File: src/rtl/serial_byte_feeder.sv
// serial_byte_feeder: byte FIFO feeding an MSB-first serial stream
// with one shift_enable strobe per bit for an 8-bit shift register.
module serial_byte_feeder #(
  parameter int DEPTH        = 4,
  parameter int CLKS_PER_BIT = 1
) (
  input  logic                    clk,
  input  logic                    reset,
  input  logic [7:0]              in_data,
  input  logic                    in_valid,
  output logic                    in_ready,
  output logic                    data,
  output logic                    shift_enable,
  output logic                    byte_done,
  output logic                    busy,
  output logic [$clog2(DEPTH):0]  fifo_count
);

  localparam int AW = $clog2(DEPTH);
  localparam int TW = (CLKS_PER_BIT > 1) ? $clog2(CLKS_PER_BIT) : 1;
  localparam logic [TW-1:0] TLAST = TW'(CLKS_PER_BIT - 1);
  localparam logic [AW:0]   FULL  = (AW+1)'(DEPTH);

  localparam logic [0:0] ST_IDLE  = 1'b0;
  localparam logic [0:0] ST_SHIFT = 1'b1;

  logic [7:0]    r_mem [DEPTH];
  logic [AW-1:0] r_wr_ptr;
  logic [AW-1:0] r_rd_ptr;
  logic [AW:0]   r_count;
  logic [0:0]    r_state;
  logic [7:0]    r_shbuf;
  logic [2:0]    r_idx;
  logic [TW-1:0] r_timer;

  logic w_push;
  logic w_pop;
  logic w_tick;
  logic w_last;
  logic w_shift;

  // Space is judged on the registered count only; a same-cycle pop
  // never opens a slot.
  assign in_ready = (r_count < FULL) && !reset;
  assign w_push   = in_valid && in_ready;
  assign w_shift  = (r_state == ST_SHIFT);
  assign w_tick   = w_shift && (r_timer == TLAST);
  assign w_last   = w_tick && (r_idx == 3'd0);
  assign w_pop    = (r_count != '0) && (!w_shift || w_last);

  assign data         = w_shift && r_shbuf[r_idx];
  assign shift_enable = w_tick;
  assign byte_done    = w_last;
  assign busy         = w_shift;
  assign fifo_count   = r_count;

  always_ff @(posedge clk) begin
    if (w_push) r_mem[r_wr_ptr] <= in_data;
  end

  always_ff @(posedge clk) begin
    if (reset) begin
      r_wr_ptr <= '0;
      r_rd_ptr <= '0;
      r_count  <= '0;
    end else begin
      if (w_push) r_wr_ptr <= r_wr_ptr + 1'b1;
      if (w_pop)  r_rd_ptr <= r_rd_ptr + 1'b1;
      unique case ({w_push, w_pop})
        2'b10:   r_count <= r_count + 1'b1;
        2'b01:   r_count <= r_count - 1'b1;
        default: r_count <= r_count;
      endcase
    end
  end

  // A pop on the final bit reloads the buffer so bytes run back to back.
  always_ff @(posedge clk) begin
    if (reset) begin
      r_state <= ST_IDLE;
      r_shbuf <= '0;
      r_idx   <= '0;
      r_timer <= '0;
    end else if (w_pop) begin
      r_state <= ST_SHIFT;
      r_shbuf <= r_mem[r_rd_ptr];
      r_idx   <= 3'd7;
      r_timer <= '0;
    end else if (w_last) begin
      r_state <= ST_IDLE;
      r_timer <= '0;
    end else if (w_tick) begin
      r_idx   <= r_idx - 3'd1;
      r_timer <= '0;
    end else if (w_shift) begin
      r_timer <= r_timer + TW'(1);
    end
  end

endmodule

File: config.mk
export PLATFORM = sky130hd
export DESIGN_NAME = serial_byte_feeder
export DESIGN_NICKNAME = d
export VERILOG_FILES = /design/src/rtl/serial_byte_feeder.sv
export SDC_FILE = /design/constraint.sdc
export NUM_CORES = 1
export LEC_CHECK = 0
export CORE_UTILIZATION = 52
export DETAILED_ROUTE_END_ITERATION = 8
export PLACE_DENSITY = 0.73
export SLEW_MARGIN = 20
export SYNTH_ARGS = -nofsm -noshare
export SYNTH_HDL_FRONTEND = slang
export SYNTH_SLANG_ARGS = --single-unit
File: constraint.sdc
create_clock -name clk -period 2.8 [get_ports clk]
set_input_delay 0.42 -clock clk [delete_from_list [all_inputs] [get_ports clk]]
set_output_delay 0.42 -clock clk [all_outputs]
set_load 0.005 [all_outputs]
==> metrics.txt <==
clock tree from TritonCTS=built; PwrDens=835 mW/mm^2; Commonest cells post-synth=32 x edfxtp_1, 20 x dfxtp_1, 16 x nand3_1; crit start category=flop; Worst Hold End=r_wr_ptr[1]; synthesized instance count=about 180; initial core utilization=around 54%; post-route antenna net violation count=0; worst min path class=flop to flop; top-area cell type share of the netlist area=40.9%; Yosys top cell by area=edfxtp_1; largest cells by area after synthesis=edfxtp_1 41%, dfxtp_1 17%, mux4_2 9.6%; Util after Layout=61.4%; CP delay by family, top=adder cells; Yosys warnings=0; sequential area share after synthesis=58.0%; global-route wire length before repair=between 7000 and 8000 microns; final setup TNS=0 ns; PortBufs=18; Max Clock Skew=0.00628 ns; number of synthesized flops with an enable pin=32; vias in the first global route=1545; drc violations=0; DR pass1 iterations=4; Avg Inst Size Synth=13.1 sq um; Max Clock Freq=387 MHz; Vias/cell=5.78; WHS Path Cells=2; DIE AREA=~0.0048 sq mm; Setup-failing EPs final=0; Clock Sinks=52; CORE AREA=approximately 0.0044 sq mm; Leak Pwr=0.939 nW; Setup Buffers After CTS=0; pre-CTS setup slack=between 0.2 and 0.3 ns; n_diodes=0; Mapped Nets=198; # rows=24; clock root buffer=clkbuf_8; Max stage delay on crit path=0.41 ns; Crit path arrival time=~2.8 ns; critical path class=flop to flop; final hold vios=0; share of post-route cells with drive strength above 1=14.9%; post-CTS sizing=0; Routed wire per std cell=17.1 microns; count leader, synth=edfxtp_1; Yosys reg bits=52; outcome=finished clean; Critical R2R Launch=r_idx[0]; total congestion overflow=0; critical-path cell list=inv_1 > ha_1 > nor3b_4 > o21ai_2 > inv_1 > ha_1 > inv_1 > fa_1 > xor2_1 > or3_2 > a21oi_1; Max Cap Viol=0; initial antenna violation count=0; H-tree lvl count=2; minimum clock period=2.59 ns; Final Slew Violations=0; fill cell count=337; CP dominant cell by count=inv_1; worst reg-to-reg path cell count=11; TritonCTS Buffers=5; synthesis-to-finish area growth=13.8%; num ports=19; WHS=0.577 ns; clk slew on worst S/H paths=around 0.090 ns; critical hold path startpoint=r_wr_ptr[1]; period utilization=92.4%; CP Max Fanout=5; Slew @ Worst Pin=0.650 ns; critical path data required time=just over 3 ns; final WL=4320 microns; Slew headroom=between 50 and 60%; Synth Cell Area=0.00235 sq mm; final HPWL from detailed placement=3110 microns; RSZ-0062 raised after global routing=no; placed cells=~250; Netlist cell types=38; Non-Filler Instances=253; Skew-Pair Late Insertion Delay=0.30 ns; total global-route track usage=20.2%; R2R Path End=fifo_count[2]; die height=slightly below 70 microns; slowest CP cell=or3_2; largest net degree at the start of global routing=24; flop-to-flop setup slack=0.21 ns; Via Count=1463; worst path bufs/invs=3; initial drt markers=98; Die X=69.2 microns; Hold-fix buffers, CTS=0; maximum root-to-sink buffer count=2; ys flop type=edfxtp_1; Worst VDD drop=between 0.0004 and 0.0005 V; nets=about 220; Final Wtd Congestion=between 0.7 and 0.8; setup ws final=0.213 ns; Crit. End Element=flop; asr flop ratio synth=0%
[flip-flops by register name, summed over array words and instances (netlist names)]
name	flops
r_idx	3
fifo_count	3
r_timer	1
r_rd_ptr	2
r_shbuf	8
r_wr_ptr	2
busy	1
r_mem	32
[worst reg2reg max path, delay by kind of cell, from the launching register on]
family	cells	cell delay (ns)
buffers and inverters	3	0.27
adders and majority gates	3	0.79
xor gates and xnor gates	1	0.19
AOI/OAI and AO/OA	2	0.25
DFF	1	0.37
and+or+nand+nor	2	0.66
[how the worst max path moves through the flow]
stage | to | slack [ns] | cells after the start | startpoint
finish | fifo_count[2] | 0.21 | 11 | r_idx[0]
global route | fifo_count[2] | 0.02 | 11 | r_idx[0]
CTS | fifo_count[2] | 0.22 | 11 | r_idx[0]
detailed placement | fifo_count[2] | 0.26 | 11 | r_idx[0]
global placement | fifo_count[2] | 0.42 | 9 | reset
floorplan | fifo_count[2] | 0.33 | 11 | r_idx[0]
[through the flow]
step	total power [mW]	cell area, sq um
after floorplan	1.58	2350
after global placement	1.76	2580
after detailed placement	1.81	2580
after CTS	2.24	2670
after global routing	2.38	2670
final	2.23	2670
[power by group]
group | total (mW) | leakage (nW) | switching [mW] | internal (mW)
Sequential | 1.04 | 0.455 | 0.127 | 0.917
Clock | 0.432 | 0.0462 | 0.249 | 0.183
Combinational | 0.754 | 0.438 | 0.380 | 0.374
[layout make-up]
cell class              count  area [sq um]  area share [%]
clock buffers               6          72.6            2.72
clock inverters             2          17.5           0.655
inverters                  13          48.8            1.83
multi-input cells         106           897            33.6
flip-flops and latches     52          1360            50.9
well taps                  52          65.1            2.43
repair buffers             22           210            7.87
[cells by family after synthesis]
family          after synthesis  synth area share (%)
mux                          13                  11.1
simple gates                 61                  15.0
fa+ha+maj                     8                  4.58
xor+xnor                      3                  1.12
flops                        52                  58.0
compound gates               21                  6.39
buf+inv                      21                  3.84
[metal layers]
metal | wire (microns) | vias up | track usage (%)
li1 | - | 708 | -
met1 | 1910 | 720 | 26.9
met2 | 2220 | 30 | 33.5
met3 | 151 | 5 | 4.07
met4 | 41 | 0 | 6.35
met5 | 0 | - | 0
[cell usage in the layout (no fill, tap or decap), types with 5 or more instances in the layout]
master | synthesis | final
and2_1 | 5 | 5
clkbuf_8 | 0 | 5
clkdlybuf4s50_1 | 0 | 18
dfxtp_1 | 20 | 20
edfxtp_1 | 32 | 32
ha_1 | 7 | 7
inv_1 | 12 | 12
mux4_2 | 10 | 10
nand2_1 | 9 | 9
nand3_1 | 16 | 16
nor2_1 | 9 | 9
nor2b_1 | 11 | 11
o2111ai_1 | 8 | 8
Note: power is estimated with default switching activity, not from simulation.
